===== src/rtl/mac_operand_sequencer_if.sv =====
// Byte stream handshake feeding the MAC operand sequencer.
// master drives bytes, slave accepts them on s_valid & s_ready.
interface mac_operand_sequencer_if;
   logic       s_valid;
   logic [7:0] s_data;
   logic       s_ready;

   modport master (output s_valid, output s_data, input s_ready);
   modport slave  (input s_valid, input s_data, output s_ready);
endinterface


===== src/rtl/mac_operand_sequencer.sv =====
// Steers a byte stream into the dual MAC operand registers, then flushes
// the MAC and flags result bytes. Optional abort port: MAC_SEQ_ABORT_EN.
module mac_operand_sequencer #(
   parameter int CNT_W = 8
) (
   input  logic             clk,
   input  logic             rst_n,
   input  logic             start,
   input  logic [CNT_W-1:0] num_sets,
   mac_operand_sequencer_if.slave strm,
   output logic [7:0]       mac_in,
   output logic [3:0]       mac_ld,
   output logic             mac_clken,
   output logic             mac_clr,
   output logic             piso_ld,
   output logic             out_valid,
   output logic             out_sel,
   output logic             busy,
   output logic             done
`ifdef MAC_SEQ_ABORT_EN
   ,
   input  logic             abort
`endif
);

   typedef enum logic [3:0] {
      IDLE, CLEAR, FETCH, STROBE, STEP, ZERO, ZSTROBE,
      FLUSH0, FLUSH1, CAPTURE, LOAD, OUT0, OUT1, ABORT
   } state_t;

   state_t           state, nxt;
   logic [1:0]       k;
   logic [CNT_W-1:0] set_cnt;
   logic [CNT_W-1:0] n_last;
   logic             kill;
   logic             take;
   logic             last;

`ifdef MAC_SEQ_ABORT_EN
   assign kill = abort && (state != IDLE) && (state != ABORT);
`else
   assign kill = 1'b0;
`endif

   // abort wins over a pending byte, so the handshake is masked
   assign take = (state == FETCH) && strm.s_valid && !kill;
   assign last = (set_cnt == n_last);

   always_ff @(posedge clk or negedge rst_n) begin
      if (!rst_n) state <= IDLE;
      else        state <= nxt;
   end

   always_comb begin
      nxt          = state;
      strm.s_ready = 1'b0;
      mac_ld       = 4'b0000;
      mac_clken    = 1'b0;
      mac_clr      = 1'b0;
      piso_ld      = 1'b0;
      out_valid    = 1'b0;
      out_sel      = 1'b0;
      done         = 1'b0;
      busy         = (state != IDLE) && (state != ABORT);
      unique case (state)
         IDLE:    if (start) nxt = CLEAR;
         CLEAR:   begin mac_clr = 1'b1; nxt = FETCH; end
         FETCH:   begin
            strm.s_ready = !kill;
            if (take) nxt = STROBE;
         end
         STROBE:  begin
            mac_ld = 4'b0001 << k;
            nxt    = (k == 2'd3) ? STEP : FETCH;
         end
         STEP:    begin
            mac_clken = 1'b1;
            nxt       = last ? ZERO : FETCH;
         end
         ZERO:    nxt = ZSTROBE;
         ZSTROBE: begin mac_ld = 4'b1111; nxt = FLUSH0; end
         FLUSH0:  begin mac_clken = 1'b1; nxt = FLUSH1; end
         FLUSH1:  begin mac_clken = 1'b1; nxt = CAPTURE; end
         CAPTURE: nxt = LOAD;
         LOAD:    begin piso_ld = 1'b1; nxt = OUT0; end
         OUT0:    begin
            out_valid = 1'b1;
            out_sel   = 1'b1;
            nxt       = OUT1;
         end
         OUT1:    begin
            out_valid = 1'b1;
            done      = 1'b1;
            nxt       = IDLE;
         end
         ABORT:   begin mac_clr = 1'b1; nxt = IDLE; end
         default: nxt = IDLE;
      endcase
      if (kill) nxt = ABORT;
   end

   always_ff @(posedge clk or negedge rst_n) begin
      if (!rst_n) begin
         mac_in  <= '0;
         k       <= '0;
         set_cnt <= '0;
         n_last  <= '0;
      end else begin
         if (state == IDLE && start)
            n_last <= (num_sets == '0) ? '0 : num_sets - CNT_W'(1);
         if (state == CLEAR) begin
            k       <= '0;
            set_cnt <= '0;
         end
         if (take) mac_in <= strm.s_data;
         if (state == STROBE && k != 2'd3) k <= k + 2'd1;
         if (state == STEP && !last) begin
            set_cnt <= set_cnt + CNT_W'(1);
            k       <= '0;
         end
         if (state == ZERO) mac_in <= '0;
         if (kill) mac_in <= '0;
      end
   end

endmodule


===== src/flat_wrapper.sv =====
// flat-port wrapper written by rule: the top's interface ports become plain ports
module mac_operand_sequencer_flat 
#(
   parameter int CNT_W = 8
)
  (clk, rst_n, start, num_sets, mac_in, mac_ld, mac_clken, mac_clr, piso_ld, out_valid, out_sel, busy, done, strm_s_valid, strm_s_data, strm_s_ready);
  mac_operand_sequencer_if strm_i ();
  input  logic clk;
  input  logic rst_n;
  input  logic start;
  input  logic [CNT_W-1:0] num_sets;
  output logic [7:0] mac_in;
  output logic [3:0] mac_ld;
  output logic mac_clken;
  output logic mac_clr;
  output logic piso_ld;
  output logic out_valid;
  output logic out_sel;
  output logic busy;
  output logic done;
  input wire logic [$bits(strm_i.s_valid)-1:0] strm_s_valid;
  input wire logic [$bits(strm_i.s_data)-1:0] strm_s_data;
  output wire logic [$bits(strm_i.s_ready)-1:0] strm_s_ready;
  assign strm_i.s_valid = strm_s_valid;
  assign strm_i.s_data = strm_s_data;
  assign strm_s_ready = strm_i.s_ready;
  mac_operand_sequencer #(.CNT_W(CNT_W)) u_core (.clk(clk), .rst_n(rst_n), .start(start), .num_sets(num_sets), .strm(strm_i), .mac_in(mac_in), .mac_ld(mac_ld), .mac_clken(mac_clken), .mac_clr(mac_clr), .piso_ld(piso_ld), .out_valid(out_valid), .out_sel(out_sel), .busy(busy), .done(done));
endmodule

===== config.mk =====
export PLATFORM = sky130hd
export DESIGN_NAME = mac_operand_sequencer_flat
export DESIGN_NICKNAME = d
export VERILOG_FILES = /design/src/rtl/mac_operand_sequencer_if.sv /design/src/rtl/mac_operand_sequencer.sv /design/src/flat_wrapper.sv
export SDC_FILE = /design/constraint.sdc
export NUM_CORES = 1
export LEC_CHECK = 0
export CAP_MARGIN = 15
export CORE_MARGIN = 8
export CORE_UTILIZATION = 50
export CTS_CLUSTER_DIAMETER = 60
export DETAILED_ROUTE_END_ITERATION = 6
export HOLD_SLACK_MARGIN = 0.12
export PLACE_DENSITY_LB_ADDON = 0.15
export SETUP_SLACK_MARGIN = 0.1
export SLEW_MARGIN = 0
export SYNTH_ARGS = -nofsm -noshare
export SYNTH_HDL_FRONTEND = slang
export SYNTH_SLANG_ARGS = --single-unit
export TNS_END_PERCENT = 5

===== constraint.sdc =====
create_clock -name clk -period 2.25 [get_ports clk]
set_input_delay 0.3375 -clock clk [delete_from_list [all_inputs] [get_ports clk]]
set_output_delay 0.3375 -clock clk [all_outputs]
set_load 0.02 [all_outputs]

### Yosys cells after proc, flatten, opt, wreduce, memory -nomap -nowiden

Cells that the tools add are included.

* register bits after elaboration: 30
* bits of input ports: 20
* output and inout bits: 20
* word-level logic and storage cells: 65

* add/sub/neg operators: 3
* equality and inequality tests: 19
* shift operators: 1
* multiplexer cells: 21
* reduce and logical (&&, ||, !) cells: 16

Operator list (count)
* $pmux W4 S12: 1
* $mux W8: 5
* $eq A4 B4 Y1 const B: 6
* $eq A4 B3 Y1 const B: 4
* $add A8 B1 Y8 const B: 1
* $eq A4 B2 Y1 const B: 2
* $eq A8 B8 Y1: 1
* $logic_not A8 Y1: 1
* $mux W4: 2
* $pmux W4 S2: 1
* $sub A8 B1 Y8 const B: 1
* $mux W1: 7
* $mux W2: 3
* $mux W3: 2
* $logic_and A1 B1 Y1: 5
* $eq A4 B1 Y1 const B: 1
* $logic_not A4 Y1: 1
* $ne A2 B2 Y1 const B: 2
* $ne A4 B4 Y1 const B: 1
* $reduce_bool A2 Y1: 2
* $reduce_bool A4 Y1: 1
* $reduce_or A2 Y1: 2
* $shl A1 B2 Y4 const A: 1
* $reduce_bool A3 Y1: 1
* 6 further kinds: 6

### Logic depth before layout (Yosys ltp)

* depth after elaboration: 4
* mapped depth: 7
* depth with buffers taken out: 6

### Worst setup path after synthesis

OpenSTA, ideal clock, no wires.

* path kind: reg2out
* from: reg u_core.state[2]
* to: out out_valid
* data arrival time: 1.361 ns
* required time: 1.913 ns
* setup slack: 0.551 ns
* cell stages (with the launch flop): 5
* path buffers: 1
* path through: dfrtp_1 -> clkbuf_1 -> nand2b_1 -> nor2_1 -> or2_2

* longest elaborated chain between the ends: 3
* elaborated cells between the ends (all ways): 4
* classes of those cells: eq/ne (2); mux (1); reduce/logical (1)

RTL lines
* from (decl): line mac_operand_sequencer.sv:31 `state_t state, nxt;`
* from (signal assigned): line mac_operand_sequencer.sv:51 `else state <= nxt;`
* $eq A4 B4 Y1: line mac_operand_sequencer.sv:65 `unique case (state)`
* $reduce_or A2 Y1 (no line) *
* $mux W1 *: line mac_operand_sequencer.sv:65
* to (decl): line flat_wrapper.sv:17 `output logic out_valid;`

Every way passes the cells marked *; elsewhere a longest branch is shown, timed or not.

### Worst setup path after layout

* from: reg u_core.state[3]
* to: out mac_clr

* longest elaborated chain between the ends: 3
* elaborated cells between the ends (all ways): 4
* classes of those cells: eq/ne (2); mux (1); reduce/logical (1)

RTL lines
* $eq A4 B4 Y1 or $eq A4 B1 Y1 (tied branches): line mac_operand_sequencer.sv:65
* $reduce_or A2 Y1 (no line) *
* $mux W1 *: line mac_operand_sequencer.sv:65
* to (decl): line flat_wrapper.sv:15 `output logic mac_clr;`

Marks and branches as above.

==> impl_metrics.ini <==
[floorplanning]
die_h_um = 75.42
initial_core_util_pct = 52.49
core_area_um2 = 3363
fp.dieW_um = 75.42
io_pins = 40
dieArea_um2 = 5688
row_count = 21

[critical_path]
crit_start = u_core.state[3]
arrival_ns = 1.78
cp-end-kind = output pin
cp_cell_sequence = nand2b_2, and3_1, clkdlybuf4s50_1
max_stage_delay_ns = 0.53
start_kind = register
r2r_start = u_core.set_cnt[6]
reg2reg_depth = 6
path_class = register to output pin
cp_top_family = buffers and inverters
path_max_fanout = 10
rrSetupSlack_ns = 0.20
crit_slowest_cell = clkdlybuf4s50_1
cp.required_ns = 1.91
r2r-end = u_core.set_cnt[2]
path_buf_inv = 1

[cells_and_area]
diodes = 0
finalInstanceArea_um2 = 2298
final_cell_mix = clkdlybuf4s50_1 (29), dfrtp_1 (26), nand2_1 (24), o21ai_0 (20), nor2_1 (14)
layout.nets = 268
drive_above_1_share_pct = 12.81
area_growth_pct = 30.19
final_common_cell = clkdlybuf4s50_1

[flow_run]
drv_cap = 0

[logic_synthesis]
synth_top_area_share_pct = 42.52
yosys.area.top_type = dfrtp_1
yosys_register_bits = 30
synth_edf_count = 0
synthesis.area_um2 = 1765
async_reset_ff_share_pct = 100.0
syn_inst = 194
syn_nets = 221
synth_flop_cell = dfrtp_1
synth_area_leaders = dfrtp_1 (43%), o21ai_0 (5.7%), nand2_1 (5.1%)
syn_avg_cell_area_um2 = 9.100
synth_cell_types = 34
yosys_warnings = 0
ys_seq_area_share_pct = 42.52

[drt]
first_pass_iters = 4
antenna_left = 0
drt_iter0_drc = 110
viasPerCell = 5.361
routed_wl_um = 4275
drc_errors = 0
wl_per_cell_um = 14.84
vias = 1544

[clock_tree]
cts_buffers = 5
htreeDepth = 2
cts.clk_slew.worst_paths_ns = 0.10
clock-sinks = 30
cts_tree = done
clockBufferDepth = 2
root_buffer = clkbuf_4
cts_hold_buf = 0
insertion_delay_ns = 0.33

[pwr]
vdd_drop_max_mv = 0.6842
power.density_nw_per_um2 = 1153
power_mw = 2.651
p_leak_nw = 1.106

[global_route]
grt_pass1_vias = 1512
antenna_found_initial = 0
met3_usage_pct = 5.000
grt-busiest-layer = met2
grt_overflow_total = 0
grt_max_degree = 31
track_usage_pct = 16.02
grt.met2_usage_pct = 27.80
grt_pass1_wl_um = 6900
use_met1_pct = 17.84

[placed_design]
gp_congestion = 0.8688
portBuffers = 39
place_hpwl_um = 3248
dpl_cell_area_um2 = 2201

[timing]
finalCritPeriodShare_pct = 94.13
worst_slew_margin_rel_pct = 58.33
finalSetupTns_ns = 0
finalHoldViolations = 0
finalSetupViolCount = 0
fmax_mhz = 472.2
fin_crit_ns = 2.118
clock_skew_ns = 0.01224
worst_pin_slew_ns = 0.6239
rsz0062_at_grt = yes
drv_slew = 0

[outcome]
outcome = finished, final reports clean

[hold_path]
hp-class = input port to asynchronous set/reset pin
==> state kept, by name, summed over array words and instances, names as in the netlist <==
register	count
u_core.set_cnt	8
u_core.n_last	8
u_core.k	2
u_core.state	4
u_core.mac_in	8
==> layer usage <==
| metal | share of wire, % | wire (um) | up-vias |
|---|---|---|---|
| li1 | - | - | 767 |
| met1 | 41 | 1749 | 718 |
| met2 | 51 | 2159 | 47 |
| met3 | 6.8 | 292 | 12 |
| met4 | 1.7 | 74 | 0 |
| met5 | 0 | 0 | - |
==> where the power goes <==
group / switching [mW] / internal [mW] / leakage [nW]
clock: 0.194 / 0.150 / 0.0343
combinational: 0.740 / 0.629 / 0.691
sequential: 0.197 / 0.742 / 0.381
==> Yosys cell counts (3+ instances only) <==
cell	n
dfrtp_1	30
nand2_1	24
o21ai_0	20
nor2_1	15
nand2b_1	10
xor2_1	10
inv_1	9
a22o_1	8
and3_1	8
ha_1	7
a21oi_1	5
nand3_1	5
nor2b_1	5
clkbuf_1	4
xnor2_1	4
a221o_1	3
and2_1	3
==> worst max-delay path by stage <==
stage          slack (ns)  cells past startpoint        end
2_1_floorplan        0.55                      4  out_valid
3_5_place_dp         0.18                      4  mac_clken
3_3_place_gp         0.25                      5  mac_clken
6_report             0.13                      3    mac_clr
5_1_grt              0.06                      3    mac_clr
4_1_cts              0.11                      3    mac_clr
==> metrics by stage <==
stage | util, % | setup slack, ns | std cells | hold slack, ns
final | 68.34 | 0.1321 | 288 | 0.3842
after floorplan | - | 0.5511 | 194 | 0.04191
after global placement | 65.44 | 0.2466 | 276 | 0.4831
after CTS | 68.04 | 0.1060 | 287 | 0.3938
after global routing | 68.34 | 0.06114 | 288 | 0.4185
after detailed placement | 65.44 | 0.1762 | 276 | 0.4826
==> repair_timing <==
action | CTS | global route
buffers inserted | 3 | 1
setup endpoints to repair | 11 | 4
gates resized for setup | 16 | 1
==> layout make-up <==
cell class / instances / area, um^2
fill: 297 / 1065
multi-input combinational: 148 / 945.9
sequential: 30 / 755.7
timing repair buffer: 47 / 441.7
tap: 46 / 57.56
clock buffer: 6 / 51.30
inverter: 9 / 33.78
clock inverter: 2 / 12.51
==> cells by family after synthesis <==
logic type               after synthesis  synth area share, %
adder cells (fa/ha/maj)                7                4.961
multiplexers                           1               0.6378
buffers and inverters                 16                4.322
XOR/XNOR                              14                6.945
AO/OA/AOI/OAI                         47                17.93
flip-flops                            30                42.52
AND/OR/NAND/NOR                       79                22.68
(Power assumes the default switching activity.)
==> variant (config.mk and constraints unchanged) <==
`CNT_W` is set to 8 in 2 places; all go to 6.
--- a/src/rtl/mac_operand_sequencer.sv
+++ b/src/rtl/mac_operand_sequencer.sv
@@ -3,3 +3,3 @@
 module mac_operand_sequencer #(
-   parameter int CNT_W = 8
+   parameter int CNT_W = 6
 ) (
--- a/src/flat_wrapper.sv
+++ b/src/flat_wrapper.sv
@@ -3,3 +3,3 @@
 #(
-   parameter int CNT_W = 8
+   parameter int CNT_W = 6
 )
Ports: changed (resized num_sets); port bits go from 40 to 38. The function was not compared with the original's and may differ.
==> variant against the original RTL <==
  * Wire length is 17% lower
  * Largest cell class unchanged
  * Worst setup slack worse by 0.015 ns
  * Sequential power is 12% lower
  * Sequential cell count is 4 lower
  * Combinational power is 3% lower
  * Clock skew is 0.0096 ns lower
  * Cell area is 12% lower
  * Total power is 6.2% lower
  * Area after synthesis is 11% lower
==> variant: results (changes against the original RTL) <==
status:
  run_status: "finished, final reports clean"  # unchanged
critical_path:
  cp_max_fo: 9  # was 10
  cp.arrival_ns: 1.80  # was 1.78 ns
  r2r_start: "u_core.set_cnt[2]"  # was u_core.set_cnt[6]
  r2r_slack_ns: 0.62  # was 0.20 ns
finish:
  nets: 229  # was 268
  top_regs: "u_core.mac_in (8), u_core.n_last (6), u_core.set_cnt (6)"  # was u_core.mac_in (8), u_core.n_last (8), u_core.set_cnt (8)
timing:
  finClkSkew_ns: 0.00267  # was 0.0122 ns
  worstMarginPinSlew_ns: 0.384  # was 0.624 ns
  timing.hold.ws_ns: 0.361  # was 0.384 ns
synth:
  synth_top_cells_by_count: "dfrtp_1 (26), nand2_1 (20), o21ai_0 (12)"  # was dfrtp_1 (30), nand2_1 (24), o21ai_0 (20)
  syn_nets: 189  # was 221
  ys_seq_area_frac: 0.416  # was 0.425
  synth_cell_types: 41  # was 34
  synthTopCellsByArea: "dfrtp_1 (42%), xnor2_1 (6.2%), ha_1 (4.8%)"  # was dfrtp_1 (43%), o21ai_0 (5.7%), nand2_1 (5.1%)
pwr:
  irDropWorstVdd_v: 0.000496  # was 0.000684 V
  p_leak_nw: 0.898  # was 1.11 nW
clock_tree:
  cts_buffers: 3  # was 5
  cts-htree-levels: 1  # was 2
detailed_routing:
  met3_length_um: 226  # was 292 um
  m1WireLength_um: 1630  # was 1750 um
  drt_wl_total_um: 3540  # was 4280 um
  drt_iter0_markers: 50  # was 110
  dr_wl_met2_um: 1670  # was 2160 um
global_route:
  first_global_vias: 1294  # was 1,512
  grt_max_degree: 27  # was 31
  grt_pass1_wl_um: 5800  # was 6900 um
placed_design:
  dpl_cell_area_mm2: 0.00197  # was 0.00220 mm^2
  place_ws_ns: 0.180  # was 0.176 ns
  gp_congestion: 0.781  # was 0.869
  dpl.hpwl_um: 2720  # was 3250 um
## variant: metal layers
metal / global-route usage / up-vias
li1: - / 648
met3: 0.0399 / 4
met5: 0 / -
met4: 0.0249 / 0
met1: 0.161 / 624
met2: 0.238 / 30
## variant: worst max-delay path by stage
stage                       end  slack (ns)  cells past startpoint
2_1_floorplan         mac_ld[3]        0.70                      4
3_3_place_gp   u_core.n_last[3]        0.27                      7
3_5_place_dp          mac_ld[3]        0.18                      4
4_1_cts                 mac_clr        0.06                      3
5_1_grt                 mac_clr        0.06                      3
6_report           strm_s_ready        0.12                      3
## variant: logic make-up (layout without fill, tap and decap cells)
logic type,count (synthesis),in the layout,synth area share
xor gates and xnor gates,11,11,0.0615
buffers and inverters,17,56,0.0583
and+or+nand+nor,63,63,0.223
AOI/OAI and AO/OA,40,40,0.180
adders and majority gates,6,6,0.0480
DFF,26,26,0.416
muxes,2,2,0.0136
## variant: critical path, cell delays in order, from the launching register on
cell,delay [ns]
dfrtp_2,0.50
or2_4,0.28
nor2_1,0.09
clkdlybuf4s50_1,0.61
## variant: metrics by stage
stage,instances,util,power [mW]
6_report,248,0.670,2.49
5_1_grt,248,0.670,2.66
3_3_place_gp,243,0.650,2.15
3_5_place_dp,243,0.650,2.19
4_1_cts,247,0.667,2.50
2_1_floorplan,165,-,1.73
## variant: repair_timing
item	4_1_cts	5_1_grt
gates resized for setup	15	2
buffers inserted	0	1
endpoints found under the setup margin	12	3
## variant: cell type report
cell class	count	area, um^2
clock buffer	3	22.5
sequential	26	656
timing repair buffer	42	397
clock inverter	1	30.0
multi-input combinational	122	831
inverter	10	37.5
tap	44	55.1
fill	259	1000
## variant: power by group
group	internal (mW)	switching, mW	leakage, nW
sequential	0.647	0.184	0.330
combinational	0.623	0.707	0.541
clock	0.180	0.145	0.0279
total	1.45	1.04	0.898
